<file path="config.mk">
export PLATFORM = sky130hd
export DESIGN_NAME = poly_alu_seq
export DESIGN_NICKNAME = d
export VERILOG_FILES = /design/src/rtl/poly_alu_pkg.sv /design/src/rtl/poly_alu_opdec.sv /design/src/rtl/poly_alu_seq.sv
export SDC_FILE = /design/constraint.sdc
export NUM_CORES = 1
export LEC_CHECK = 0
export CAP_MARGIN = 25
export CORE_ASPECT_RATIO = 0.75
export CORE_MARGIN = 3
export CORE_UTILIZATION = 51
export CTS_CLUSTER_SIZE = 8
export DETAILED_ROUTE_END_ITERATION = 10
export PLACE_DENSITY = 0.81
export SLEW_MARGIN = 20
export SYNTH_ARGS = -nofsm -noshare
export SYNTH_HDL_FRONTEND = slang
export SYNTH_HIERARCHICAL = 1
export SYNTH_SLANG_ARGS = --single-unit
</file>
<file path="constraint.sdc">
create_clock -name poly_clk -period 2.37 [get_ports poly_clk]
set_input_delay 0.3555 -clock poly_clk [delete_from_list [all_inputs] [get_ports poly_clk]]
set_output_delay 0.3555 -clock poly_clk [all_outputs]
set_load 0.02 [all_outputs]
</file>
<file path="src/rtl/poly_alu_pkg.sv">
// Shared types and constants for the polynomial ALU sequencer: FSM states,
// opcodes, the opcode-to-ALU-mode table and the default sizing.
package poly_alu_pkg;

   localparam int N_COEF_DEF  = 256;
   localparam int ALU_LAT_DEF = 5;

   typedef enum logic [1:0] {
      IDLE  = 2'd0,
      ISSUE = 2'd1,
      DRAIN = 2'd2,
      DONE  = 2'd3
   } state_e;

   typedef enum logic [2:0] {
      OP_ADD    = 3'd0,
      OP_SUB    = 3'd1,
      OP_MUL    = 3'd2,
      OP_MULADD = 3'd3,
      OP_MULSUB = 3'd4
   } opcode_e;

   // Indexed by opcode value; entries 5..7 do not exist (illegal opcodes).
   localparam logic [9:0] MODE_TABLE [5] = '{
      10'h041,
      10'h043,
      10'h108,
      10'h149,
      10'h14B
   };

endpackage

</file>
<file path="src/rtl/poly_alu_opdec.sv">
// Combinational opcode decoder: maps a 3-bit command opcode to its 10-bit
// ALU mode word and flags whether the opcode is legal.
module poly_alu_opdec
   import poly_alu_pkg::*;
(
   input  logic [2:0] op_i,
   output logic [9:0] mode_o,
   output logic       legal_o
);

   always_comb begin
      mode_o  = '0;
      legal_o = 1'b1;
      case (op_i)
         OP_ADD:    mode_o = MODE_TABLE[0];
         OP_SUB:    mode_o = MODE_TABLE[1];
         OP_MUL:    mode_o = MODE_TABLE[2];
         OP_MULADD: mode_o = MODE_TABLE[3];
         OP_MULSUB: mode_o = MODE_TABLE[4];
         default:   legal_o = 1'b0;
      endcase
   end

endmodule

</file>
<file path="src/rtl/poly_alu_seq.sv">
// Polynomial ALU sequencer: streams N_COEF operand reads into a fixed-latency
// ALU and writes each returned result back in order, one command at a time.
//
// state | meaning
// IDLE  | waiting for a command, cmd_ready high
// ISSUE | one operand read per cycle, addresses 0..N_COEF-1
// DRAIN | all reads issued, waiting for the remaining ALU results
// DONE  | last result written, done pulse for one cycle
module poly_alu_seq
   import poly_alu_pkg::*;
#(
   parameter int N_COEF  = N_COEF_DEF,
   parameter int ALU_LAT = ALU_LAT_DEF,
   parameter int ADDR_W  = 8
) (
   input  logic              poly_clk,
   input  logic              poly_rst,
   input  logic              cmd_valid,
   output logic              cmd_ready,
   input  logic [2:0]        cmd_op,
   output logic              mem_rd_en,
   output logic [ADDR_W-1:0] mem_rd_addr,
   output logic              mem_wr_en,
   output logic [ADDR_W-1:0] mem_wr_addr,
   output logic              alu_enable,
   output logic [9:0]        alu_mode,
   input  logic              alu_valid,
   output logic              busy,
   output logic              done,
   output logic              err
);

   localparam logic [ADDR_W:0] CNT_LAST = (ADDR_W+1)'(N_COEF - 1);
   localparam logic [ADDR_W:0] CNT_END  = (ADDR_W+1)'(N_COEF);

   if (ALU_LAT < 1) begin : g_lat_chk
      $error("poly_alu_seq: ALU_LAT must be at least 1");
   end
   if (N_COEF < 1 || N_COEF > (1 << ADDR_W)) begin : g_ncoef_chk
      $error("poly_alu_seq: N_COEF must fit in ADDR_W address bits");
   end

   state_e          state_q, state_d;
   logic [ADDR_W:0] rd_cnt_q, rd_cnt_d;
   logic [ADDR_W:0] wr_cnt_q, wr_cnt_d;
   logic [9:0]      mode_q, mode_d;
   logic            alu_en_q;
   logic            err_q, err_d;
   logic [9:0]      dec_mode;
   logic            dec_legal;
   logic            accept;
   logic            wr_fire;

   poly_alu_opdec u_opdec (
      .op_i    (cmd_op),
      .mode_o  (dec_mode),
      .legal_o (dec_legal)
   );

   // cmd_ready is gated by reset so it reads 0 while reset is held.
   assign cmd_ready   = (state_q == IDLE) && !poly_rst;
   assign busy        = (state_q != IDLE);
   assign done        = (state_q == DONE);
   assign accept      = cmd_valid && cmd_ready;
   assign wr_fire     = alu_valid && busy && (wr_cnt_q < CNT_END);
   assign mem_wr_en   = wr_fire;
   assign mem_wr_addr = wr_cnt_q[ADDR_W-1:0];
   assign mem_rd_addr = rd_cnt_q[ADDR_W-1:0];
   assign alu_enable  = alu_en_q;
   assign alu_mode    = mode_q;
   assign err         = err_q;

   always_comb begin
      state_d   = state_q;
      rd_cnt_d  = rd_cnt_q;
      wr_cnt_d  = wr_cnt_q;
      mode_d    = mode_q;
      mem_rd_en = 1'b0;
      // Any alu_valid that cannot be written is spurious.
      err_d     = alu_valid && !wr_fire;

      if (wr_fire) begin
         wr_cnt_d = wr_cnt_q + 1'b1;
      end

      case (state_q)
         IDLE: begin
            if (accept) begin
               if (dec_legal) begin
                  mode_d   = dec_mode;
                  rd_cnt_d = '0;
                  wr_cnt_d = '0;
                  state_d  = ISSUE;
               end else begin
                  err_d = 1'b1;
               end
            end
         end
         ISSUE: begin
            mem_rd_en = 1'b1;
            rd_cnt_d  = rd_cnt_q + 1'b1;
            if (rd_cnt_q == CNT_LAST) begin
               state_d = DRAIN;
            end
         end
         DRAIN: begin
            if (wr_fire && wr_cnt_q == CNT_LAST) begin
               state_d = DONE;
            end
         end
         DONE: begin
            state_d = IDLE;
         end
         default: state_d = IDLE;
      endcase
   end

   always_ff @(posedge poly_clk or posedge poly_rst) begin
      if (poly_rst) begin
         state_q  <= IDLE;
         rd_cnt_q <= '0;
         wr_cnt_q <= '0;
         mode_q   <= '0;
         alu_en_q <= 1'b0;
         err_q    <= 1'b0;
      end else begin
         state_q  <= state_d;
         rd_cnt_q <= rd_cnt_d;
         wr_cnt_q <= wr_cnt_d;
         mode_q   <= mode_d;
         alu_en_q <= mem_rd_en;
         err_q    <= err_d;
      end
   end

endmodule

</file>
; After elaboration in Yosys (flattened, before gate mapping)
; Cells that the tools add are included.
[op_classes]
addsub = 2
magnitude_cmp = 1
n_eq_ne = 13
mux = 18
reduce_logical = 16
[ops]
columns = cell, n
row1 = $mux W9, 6
row2 = $pmux W9 S5, 1
row3 = $add A9 B1 Y9 const B, 2
row4 = $eq A9 B8 Y1 const B, 2
row5 = $pmux W9 S2, 1
row6 = $lt A9 B9 Y1 const B, 1
row7 = $mux W2, 4
row8 = $ne A2 B2 Y1 const B, 4
row9 = $pmux W2 S4, 1
row10 = $eq A3 B2 Y1 const B, 2
row11 = $logic_and A1 B1 Y1, 6
row12 = $reduce_and A3 Y1, 2
row13 = $mux W1, 5
row14 = $reduce_or A5 Y1, 1
row15 = $eq A2 B2 Y1 const B, 2
row16 = $reduce_and A4 Y1, 1
row17 = $reduce_bool A2 Y1, 2
row18 = $eq A3 B1 Y1 const B, 1
row19 = $eq A3 B3 Y1 const B, 1
row20 = $logic_not A3 Y1, 1
row21 = $eq A2 B1 Y1 const B, 1
row22 = $logic_not A1 Y1, 2
row23 = $logic_not A2 Y1, 1
[totals]
ff_bits = 32
in_bits = 7
output_inout_bits = 33
wordCells = 56

; Longest topological paths before layout
; Gate-level depths: netlist (run 1).
[depth]
word_depth = 8
ltp_mapped = 8
depth_no_buf = 8

; Modules after synthesis
; Netlist (run 1), hierarchy kept.
[by_module_without_submodules]
columns = module, n_inst, cells_per_inst, area_each_um2, seq_area_each_um2
row1 = poly_alu_seq, 1, 179, 1709.1, 800.8
row2 = poly_alu_opdec, 1, 14, 98.8, 0.0

; Worst setup path after synthesis (run 1)
; OpenSTA, ideal clock, no wires.
[synth_timing]
path_type = register to register
from = reg rd_cnt_q[0]
to = reg state_q[1]
setup_time_ps = 128
arrival_ps = 1672
required_ps = 2242
slack_ps = 571
stages_incl_launch_ff = 9
n_path_buf = 0
period_less_slack_ps = 1799
path_cell_list = dfrtp_1 -> ha_1 -> nand3_1 -> nor2_1 -> and3_1 -> ha_1 -> o22ai_2 -> a21oi_2 -> mux2_1
[synth_between]
elab_chain_len = 3
[synth_lines]
columns = element, line_no
row1 = from (decl), poly_alu_seq.sv:44  ; logic [ADDR_W:0] rd_cnt_q, rd_cnt_d;
row2 = from (signal assigned), poly_alu_seq.sv:128  ; rd_cnt_q <= rd_cnt_d;
row3 = $eq A9 B8 Y1, poly_alu_seq.sv:102  ; if (rd_cnt_q == CNT_LAST) begin
row4 = $ne A2 B2 Y1 (no source line), n/a
row5 = $reduce_and A4 Y1 (no source line), n/a
row6 = to (signal assigned), poly_alu_seq.sv:127  ; state_q <= state_d;
row7 = to (decl), poly_alu_seq.sv:43  ; state_e state_q, state_d;
; Every way passes these cells.
; A chain may end at the register's enable or synchronous reset.

; Worst setup path after layout (run 1)
[layout_timing]
from = reg state_q[0]
to = out cmd_ready
[layout_between]
elab_chain_len = 2
[layout_lines]
columns = element, line_no
row1 = $logic_not A2 Y1, poly_alu_seq.sv:61  ; assign cmd_ready = (state_q == IDLE) && !poly_rst;
row2 = $logic_and A1 B1 Y1, poly_alu_seq.sv:61
row3 = to (decl), poly_alu_seq.sv:19  ; output logic cmd_ready,
; Every way passes these cells.

==> results.md, run 1 <==
* Outcome: finished, final reports clean
* Io pins at 40
* Post-Syn Area at 1810 um^2
* Pwr Total at 2.67 mW
* Pre-CTS setup slack at about 190 ps
* Die W at 74.8 um
* Syn_area_per_cell at about 9.4 um^2
* RR Startpoint: rd_cnt_q[0]
* Kind of critical path: reg -> out
* Die area at 4300 um^2
* Fillers at 279
* Clk slew on worst S/H paths at 60 ps
* Critical path fanouts, max at 9
* Clock tree buffer depth at 2
* Max Slew Vio Count at 0
* Final ANT Viol Nets at 0
* DR WL/cell at 13.9 um
* Commonest non-fill, non-tap cell in the layout: nand2_1
* Synth Register Bits at 32
* Yosys cell types at 38
* Htree depth at 2
* Total number of vias at 1357
* CP arrival at 1860 ps
* YS warnings at 6
* Min-Delay Path Class: reg -> reg
* First-pass GRT wire length at 6090 um
* Core Rows at 18
* Met3 Wirelength at ~180 um
* Clock Latency Late Sink at 290 ps
* Drt pass-1 iters at 4
* Cells resized by post-CTS repair at 2
* Ys async rst share at 1.00
* CP Cell Sequence: inv_1 -> ha_4 -> inv_1 -> nor2_1 -> clkdlybuf4s50_1
* Largest net degree at the start of global routing at 33
* Initial antenna violation count at 0
* Post-CTS Setup Repair Bufs at 0
* P&R area growth vs syn at 21.9%
* Peak Freq at about 0.45 GHz
* Layout Utilization at 0.661
* Cell repeated most along the worst path: inv_1
* Port-buffer cells at 39
* Placed Area at ~2100 um^2
* Syn Inst Count at a little under 200
* Non-Filler Instances at ~260
* Unrepaired setup endpoints after global routing: no
* Compound-Gate Fraction of Synth Area at 0.0955
* Max layer used: met4
* Most frequent cells in the layout: nand2_1, clkdlybuf4s50_1, dfrtp_1
* Max cap viols at 0
* Chip Height at roughly 58 um
* Period utilization at 0.937
* Hold Path Depth at 2
* Post-Synth Adder-Cell Area at 0.0623
* CP Depth at 5
* Vias in the first global route at about 1300
* Setup Skew at approximately 4.4 ps
* Hold wc startpoint: alu_mode[8]
* Fin crit period at around 2200 ps
* Mux contribution to synthesized area at 0.0284
* Cts hold-fix bufs at 0
* WL final at 3630 um
* Crit-path slowest cell: clkdlybuf4s50_1
* Num CTS Buffers at 5
* Crit end category: primary output
* Post-synth EDFFs at 0
* P per Cell Area at 1210 nW/um^2
* DRC at 0
* GRT overflow at 0
* Design area at 2200 um^2
* RePlAce Congestion at 0.797
* Total GRT Usage at 0.191
* Worst IR Drop VDD at just under 0.8 mV
* Ratio of cells with drive above 1 in the final layout at 0.0950
* Combinational family with the most area after synthesis: simple AND/OR/NAND/NOR gates
* Sequential share of the synthesized area at 0.443
* Drt initial violations at 95
* CP top delay family: buffers and inverters
* Worst Reg-to-Reg Cells at 8
* NumNets Final at ~240
* TritonCTS clock tree: done
* Critical Path Source: state_q[0]
* Core area at 3330 um^2
* WL met2 at roughly 1700 um
* Final setup TNS at 0 ps
* Root Buffer: clkbuf_8
* Multi-input gate area at 793 um^2
* Sink Count at 32
* DP Cell Count at between 200 and 300
* Hold Slack at 473 ps
* CP Launch Type: flip-flop
* Initial Utilization at 0.542
* Worst path max stage delay at 610 ps
* Leak pwr at 1.04 nW
* Setup WS post-layout at 150 ps
* Vias per inst at 5.20
* Final setup vio count at 0
* Simple-Gate Fraction of Synth Area at 0.201
* Final Hold Vio Count at 0
* M1 wire length at 1740 um
* Post-Synth XOR/XNOR Area at 0.0339
* Top FF cell, synth: dfrtp_1
* Seq. cell area at 801 um^2
* CP Buf/Inv Count at 3
* WP data required at between 2000 and 2500 ps
* Final HPWL DP at 2610 um
* ANT cells at 0
[final cells by class]
class,instances,area share
timing repair buffer,45,0.197
multi-input combinational,129,0.360
inverter,8,0.0136
sequential,32,0.363
clock buffer,7,0.0437
tap,40,0.0227
[logic make-up after synthesis]
logic type               count (synthesis)
adder cells (fa/ha/maj)                  9
buffers and inverters                   36
other                                    1
flip-flops                              32
XOR/XNOR                                 7
multiplexers                             5
AO/OA/AOI/OAI                           26
AND/OR/NAND/NOR                         77
[where the power goes]
group | switching [mW] | internal, mW | total [mW]
combinational | 0.702 | 0.601 | 1.30
clock | 0.195 | 0.258 | 0.454
sequential | 0.176 | 0.737 | 0.913
[worst min-delay path, delay by kind of cell, from the launching register on]
kind / cells / cell delay, ps
flip-flops: 1 / 340
AND/OR/NAND/NOR: 2 / 100
[layer usage]
metal | up-vias | global-route usage
met2 | 30 | 0.290
met4 | 0 | 0.0457
met5 | - | 0
met3 | 6 | 0.0863
li1 | 673 | -
met1 | 648 | 0.250
[registers in the layout (all words and copies together), names as in the netlist]
name / cells
alu_mode: 10
rd_cnt_q: 9
wr_cnt_q: 9
state_q: 2
alu_enable: 1
err: 1
[synth_stat cells (all sizes together), types with 4 or more instances]
cell type,count,area [um^2]
o21ai,9,45.0
nand4,4,25.0
mux2i,4,40.0
xor2,6,52.6
a21oi,8,47.6
and3,5,31.3
ha,9,113
inv,8,30.0
nand2,46,175
buf,27,208
dfrtp,32,801
nor2,10,37.5
[final timing paths]
path / end / slack, ps
max: cmd_ready / 150
min in group asynchronous: rd_cnt_q[7] / 570
min reg2reg: alu_mode[8] / 470
min: alu_mode[8] / 470
max reg2reg: state_q[1] / 410
max in group asynchronous: state_q[0] / 1510
(Power assumes the default switching activity.)
==> inputs of run 2 (changes only) <==
--- a/config.mk
+++ b/config.mk
@@ -8,10 +8,10 @@
 export CAP_MARGIN = 25
 export CORE_ASPECT_RATIO = 0.75
 export CORE_MARGIN = 3
-export CORE_UTILIZATION = 51
-export CTS_CLUSTER_SIZE = 8
+export CORE_UTILIZATION = 46
+export CTS_CLUSTER_SIZE = 28
 export DETAILED_ROUTE_END_ITERATION = 10
-export PLACE_DENSITY = 0.81
+export PLACE_DENSITY = 0.77
 export SLEW_MARGIN = 20
 export SYNTH_ARGS = -nofsm -noshare
 export SYNTH_HDL_FRONTEND = slang
==> constraint.sdc (replaced) <==
create_clock -name poly_clk -period 1.89 [get_ports poly_clk]
set_input_delay 0.2835 -clock poly_clk [delete_from_list [all_inputs] [get_ports poly_clk]]
set_output_delay 0.2835 -clock poly_clk [all_outputs]
set_load 0.02 [all_outputs]
==> results.md, run 2 (synthesis results as in run 1) <==
* Outcome: finished, final reports clean
* Worst IR Drop VDD at about 1.1 mV
* Initial antenna violation count at 0
* Crit end category: primary output
* Core area at roughly 3700 um^2
* Largest net degree at the start of global routing at 11
* NumNets Final at 265
* Ratio of cells with drive above 1 in the final layout at 0.220
* Io pins at 40
* Root Buffer: clkbuf_8
* Kind of critical path: reg -> out
* Total number of vias at 1443
* Die W at 78.4 um
* CP arrival at approximately 1600 ps
* Drt pass-1 iters at 4
* Clock tree buffer depth at 2
* Max cap viols at 0
* Non-Filler Instances at 302
* Clk slew on worst S/H paths at 60 ps
* Commonest non-fill, non-tap cell in the layout: nand2_1
* Pwr Total at 3.60 mW
* Core Rows at 19
* Hold Slack at around 350 ps
* DRC at 0
* Setup Skew at roughly 2.5 ps
* P&R area growth vs syn at 36.3%
* DP Cell Count at 291
* DR WL/cell at 12.8 um
* Port-buffer cells at 39
* ANT cells at 0
* Sink Count at 32
* TritonCTS clock tree: done
* Pre-CTS setup slack at -187 ps
* Min-Delay Path Class: in -> async
* GRT overflow at 0
* Final HPWL DP at 2870 um
* First-pass GRT wire length at 6500 um
* RePlAce Congestion at 0.828
* CP Launch Type: flip-flop
* RR Startpoint: rd_cnt_q[1]
* Critical path fanouts, max at 3
* Chip Height at about 60 um
* P per Cell Area at 1460 nW/um^2
* Htree depth at 2
* Peak Freq at around 0.55 GHz
* Num CTS Buffers at 5
* Total GRT Usage at 0.182
* Reg2Reg Capture Point: state_q[1]
* Setup WS post-layout at 57.3 ps
* Die area at between 4000 and 5000 um^2
* Worst Reg-to-Reg Cells at 8
* Final Hold Vio Count at 0
* Leak pwr at 1.18 nW
* Final setup vio count at 0
* Reg2reg setup slack at ~90 ps
* Most frequent cells in the layout: nand2_1, clkdlybuf4s50_1, buf_4
* WP data required at 1610 ps
* Period utilization at 0.970
* Largest register FFs at 10
* WL final at ~3900 um
* Fin crit period at between 1500 and 2000 ps
* Clock Latency Late Sink at 280 ps
* Drt initial violations at 47
* Initial Utilization at 0.488
* Max Slew Vio Count at 0
* Final ANT Viol Nets at 0
* Vias per inst at 4.78
* Final setup TNS at 0 ps
* Vias in the first global route at 1403
run 2: cell count changes in the layout (fill, tap and decap cells not counted), sizes merged:
cell / change
clkbuf: +1
clkdlybuf4s50: -3
buf: +28
dlygate4sd2: +3
run 2: through the flow:
step,util,instance area (um^2)
4_1_cts,0.644,2390
6_report,0.664,2460
5_1_grt,0.664,2460
3_3_place_gp,0.620,2300
3_5_place_dp,0.620,2300
2_1_floorplan,-,1820
run 2: power breakdown:
| group | switching, mW | internal (mW) |
|---|---|---|
| combinational | 1.00 | 0.969 |
| clock | 0.245 | 0.297 |
| sequential | 0.162 | 0.924 |
run 2: worst max path at each step:
stage / from / endpoint / slack [ps] / cells after the start
final: state_q[0] / done / 60 / 3
after global routing: rd_cnt_q[1] / state_q[1] / -0.5 / 8
after CTS: rd_cnt_q[1] / state_q[1] / 9 / 8
after detailed placement: cmd_op[1] / state_q[1] / -190 / 6
after global placement: cmd_op[1] / state_q[1] / -140 / 6
after floorplan: rd_cnt_q[0] / state_q[1] / 90 / 8
run 2: critical path, cell delays in order, from the launching register on:
cell and delay [ps]:
dfrtp_1 380, buf_4 150, ha_1 180, clkdlybuf4s50_1 550
run 2: cell type report:
| type | instances | area, um^2 |
|---|---|---|
| Clock buffer | 8 | 90.1 |
| Fill cell | 321 | 1240 |
| Inverter | 8 | 30.0 |
| Multi-Input combinational cell | 129 | 837 |
| Sequential cell | 32 | 801 |
| Tap cell | 52 | 65.1 |
| Timing Repair Buffer | 73 | 641 |
run 2: metal layers:
metal  vias up  global-route usage  share of wire
li1        727                   -              -
met1       668               0.233           0.48
met2        38               0.295           0.45
met3        10              0.0452          0.049
met4         0              0.0823          0.023
met5         -                   0              0
run 2: repair_timing:
item / 4_1_cts / 5_1_grt
pin swaps: 1 / 2
setup endpoints to repair: 6 / 5
resized for setup: 5 / 11
cloned: 0 / 0
hold buffers: 0 / 0
setup buffers: 0 / 3
==> patch 1 (flow settings as in run 1) <==
Register the output `err` once more, cleared by the reset; this adds one clock of latency there. The other outputs are not delayed to match.
--- a/src/rtl/poly_alu_seq.sv
+++ b/src/rtl/poly_alu_seq.sv
@@ -70,3 +70,9 @@
    assign alu_mode    = mode_q;
-   assign err         = err_q;
+   always_ff @(posedge poly_clk or posedge poly_rst) begin
+      if (poly_rst) begin
+         err <= '0;
+      end else begin
+         err <= err_q;
+      end
+   end
 
Check against the original RTL: not equivalent (a bounded check fails within 4 cycles, from zero or initial values and one cycle with poly_rst high).
==> patch 1 against run 1 <==
Clock skew down 1.3 ps; synthesized area grew 1.4%; non-clock buffer count did not move; cell count rose by 0.77%; sequential cell count increased by 1; sequential power rose by 2%; wire length fell by 3.4%; clock power about the same; worst setup slack worse by 34 ps; total power grew 0.37%; cell area grew 1.4%; critical path type unchanged.
==> patch 1: results (changes against run 1) <==
| Metric | Value |
|---|---|
| Status | completed (unchanged) |
| First-pass GRT wire length | 6.04 mm (was 6.09 mm) |
| Top post-synthesis cells by area | dfrtp_1 (45%), buf_4 (9.8%), nand2_1 (9.2%) (was dfrtp_1 (44%), buf_4 (10%), nand2_1 (9.3%)) |
| Via count | 1353 (was 1357) |
| Final GP Congestion | 0.786 (was 0.797) |
| Sw Pwr | 1.06 mW (was 1.07 mW) |
| Period utilization | 0.951 (was 0.937) |
| Fill cell count | 289 (was 279) |
| Post-layout nets | 238 (was 237) |
| Clock network area share | 0.0454 (was 0.0437) |
| Slowest stage delay, CP | 670 ps (was 610 ps) |
| Seq/total area | 0.370 (was 0.363) |
| Die W | 75.2 microns (was 74.8 microns) |
| Most frequent cells after synthesis | nand2_1 (45), dfrtp_1 (33), buf_4 (24), nor2_1 (10), ha_1 (9) (was nand2_1 (45), dfrtp_1 (32), buf_4 (24), nor2_1 (10), ha_1 (9)) |
| Largest net degree at the start of global routing | 19 (was 33) |
| Worst VDD drop | 0.667 mV (was 0.778 mV) |
| Hold Startpoint | err_q (was alu_mode[8]) |
| Async SR Flop Fraction | 1.00 (unchanged) |
| Port Buffer Count | 39 (unchanged) |
| Worst Setup SP | state_q[1] (was state_q[0]) |
| Pwr dens | 1200 mW/mm^2 (was 1210 mW/mm^2) |
| Placed Area | 0.00212 sq mm (was 0.00210 sq mm) |
| Worst Path Max Fanout | 8 (was 9) |
| Top FF cell, synth | dfrtp_1 (unchanged) |
| Cell count after synthesis | 194 (was 193) |
| Seq/Total Area, Yosys | 0.451 (was 0.443) |
| DP HPWL | 2.59 mm (was 2.61 mm) |
| Final std cells w/o fill | 263 (was 261) |
| Worst hold stages | 0 (was 2) |
| Worst-path clk slew | 60 ps (about the same) |
| Sequential power share | 0.348 (was 0.342) |
| Hold endpoint | err (was alu_mode[8]) |
| P&R area growth vs syn | 21.9% (about the same) |
| Share of cells above drive strength 1 | 0.0987 (was 0.0950) |
| Total track usage | 0.182 (was 0.191) |
| Initial DRC Count | 109 (was 95) |
| Resize count post-CTS | 2 (unchanged) |
| Non-clock buffer share | 0.194 (was 0.197) |
| Max reg flops | 10 (unchanged) |
| Number of global-route vias before repair | 1327 (was 1347) |
| Final Skew | 3.10 ps (was 4.40 ps) |
| Reg2Reg Setup Slack | 370 ps (was 410 ps) |
-- patch 1: cell types whose count changed after synthesis, sizes merged --
cell          run 1  this run
dfrtp            32        33
-- patch 1: worst reg2reg max path: cells and delay by family, from the launching register on --
| kind | cells | cell delay [ps] |
|---|---|---|
| simple gates | 3 | 510 |
| fa+ha+maj | 2 | 370 |
| flops | 1 | 420 |
| compound gates | 2 | 240 |
| mux | 1 | 350 |
-- patch 1: logic make-up (layout without fill, tap and decap cells) --
group                    after synthesis  in the layout  synth area share
flip-flops                            33             33             0.451
XOR/XNOR                               7              7            0.0334
adder cells (fa/ha/maj)                9              9            0.0614
AO/OA/AOI/OAI                         26             26            0.0942
buffers and inverters                 36             61             0.132
multiplexers                           5              5            0.0280
AND/OR/NAND/NOR                       77             77             0.199
other                                  1              5           0.00205
-- patch 1: layer usage --
metal,part of all wire,GRT usage,vias up
li1,-,-,678
met1,0.48,0.256,634
met2,0.46,0.278,37
met3,0.047,0.0503,4
met4,0.010,0.0524,0
met5,0,0,-
==> patch 2 (settings of run 1) <==
Made on the original files. The parameter `ADDR_W` goes from 8 to 9.
--- a/src/rtl/poly_alu_seq.sv
+++ b/src/rtl/poly_alu_seq.sv
@@ -13,3 +13,3 @@
    parameter int ALU_LAT = ALU_LAT_DEF,
-   parameter int ADDR_W  = 8
+   parameter int ADDR_W  = 9
 ) (
Interface: changed (resized mem_rd_addr and mem_wr_addr); port bits go from 40 to 42. No check against the original RTL was run, so the function may have changed too.
==> patch 2 against run 1 <==
Via count is 1.5% higher; synthesized area is 2.8% higher; clock skew is 1.4 ps lower; worst setup slack worse by 51 ps; wire length is 1.2% lower; sequential cell count is 2 higher; cell area is 4.8% higher; maximum frequency is 2.3% lower; cell count is 7.7% higher; register-to-register slack worse by 310 ps; global-route usage is 0.23 points lower; largest cell class unchanged.
Power is not compared: it rests on default switching activity, and its combinational part moved more than twofold at a synthesized area within 25%.
==> patch 2: results (changes against run 1) <==
| Metric | Value |
|---|---|
| Antenna violations before repair | 0 (unchanged) |
| Synth unique cells | 37 (was 38) |
| Async SR Flop Fraction | 1.00 (unchanged) |
| Hold Startpoint | alu_mode[6] (was alu_mode[8]) |
| Pre-antenna DRT Iters | 4 (unchanged) |
| Worst hold stages | 2 (unchanged) |
| Share of cells above drive strength 1 | 0.0996 (was 0.0950) |
| Clock latency on the worst-skew pair | around 280 ps |
| Top post-synthesis cells by area | dfrtp_1 (46%), buf_4 (10%), nand2_1 (8.7%) (was dfrtp_1 (44%), buf_4 (10%), nand2_1 (9.3%)) |
| Wire per inst | 12.8 microns (was 13.9 microns) |
| Clock tree buffer depth | 2 (unchanged) |
| Critical R2R Capture | state_q[1] (unchanged) |
| Status | completed (unchanged) |
| Reg2Reg Setup Slack | 100 ps (was 410 ps) |
| Initial DRC Count | 39 (was 95) |
| Seq/Total Area, Yosys | 0.458 (was 0.443) |
| Worst Path Max Fanout | 8 (was 9) |
| Worst VDD drop | 0.386 mV |
| Post-layout nets | 244 (was 237) |
| Placed Area | 0.00221 sq mm (was 0.00210 sq mm) |
| Placed insts | 272 (was 254) |
| RR Startpoint | state_q[1] (was rd_cnt_q[0]) |
| First-pass GRT wire length | 6.11 mm (was 6.09 mm) |
| Total track usage | 0.189 (was 0.191) |
| Most frequent cells after synthesis | nand2_1 (43), dfrtp_1 (34), buf_4 (25), nor2_1 (17), xor2_1 (8) (was nand2_1 (45), dfrtp_1 (32), buf_4 (24), nor2_1 (10), ha_1 (9)) |
| Largest net degree at the start of global routing | 23 (was 33) |
| Final GP Congestion | 0.796 (was 0.797) |
| Cell count after synthesis | 198 (was 193) |
| Hold endpoint | alu_mode[6] (was alu_mode[8]) |
| Hold crit path type | flop to flop (unchanged) |
| Port Buffer Count | 41 (was 39) |
| Final Skew | 3.05 ps (was 4.40 ps) |
| Vias per inst | 4.90 (was 5.20) |
| Final std cells w/o fill | 281 (was 261) |
| Worst EP arrival | 2440 ps (was 1860 ps) |
| R2R depth | 7 (was 8) |
| Worst-path clk slew | 60 ps (about the same) |
| DP HPWL | 2.63 mm (was 2.61 mm) |
==> patch 2: worst max-delay path by stage <==
| stage | start | endpoint | cells after the start |
|---|---|---|---|
| finish | state_q[1] | state_q[1] | 7 |
| global route | state_q[0] | state_q[1] | 7 |
| CTS | state_q[0] | state_q[1] | 7 |
| detailed placement | alu_valid | state_q[1] | 6 |
| global placement | alu_valid | state_q[1] | 6 |
| floorplan | state_q[0] | state_q[1] | 7 |
==> patch 2: power breakdown <==
group / switching (mW) / leakage [nW] / internal [mW]
registers: 0.0727 / 0.425 / 0.637
clock network: 0.190 / 0.0383 / 0.202
logic: 0.169 / 0.616 / 0.165
==> patch 2: critical path, stage by stage, from the launching register on <==
cell and delay, ps:
dfrtp_1 400, inv_1 80, ha_1 200, or4b_4 550, buf_4 180, nor4_4 280, o211ai_2 130, mux2_4 330
==> patch 2: area by class of cell <==
cell class	instances	area (sq um)
fill	283	1090
sequential	34	851
multi-input combinational	130	783
timing repair buffer	52	507
clock buffer	7	76.3
tap	50	62.6
inverter	8	30.0
==> patch 2: what timing repair did <==
item                                    in CTS  in global routing
buffers inserted                             0                  2
gates resized for setup                      1                  2
endpoints found under the setup margin       1                  3
==> patch 2: per-layer routing <==
layer | vias up | part of all wire | track usage
met1 | 637 | 0.47 | 0.251
met5 | - | 0 | 0
met3 | 7 | 0.071 | 0.0768
met2 | 39 | 0.44 | 0.274
li1 | 695 | - | -
met4 | 0 | 0.016 | 0.0748
==> patch 2: metrics by stage <==
stage / power (mW) / hold WS [ps] / TNS, ps / worst slack, ps
after detailed placement: 1.06 / 466 / -92.1 / -66.2
after global placement: 1.05 / 464 / -19.8 / -14.7
final: 1.44 / 477 / 0 / 98.4
after global routing: 1.51 / 510 / 0 / 1.84
after floorplan: 0.982 / 445 / 0 / 214
after CTS: 1.45 / 484 / 0 / 40.4
==> patch 2: logic make-up after synthesis <==
kind of cell | Yosys count | synth area share
AOI/OAI and AO/OA | 20 | 0.0754
DFF | 34 | 0.458
buffers and inverters | 38 | 0.131
adders and majority gates | 6 | 0.0404
and+or+nand+nor | 84 | 0.218
other | 1 | 0.00202
muxes | 3 | 0.0188
xor gates and xnor gates | 12 | 0.0565
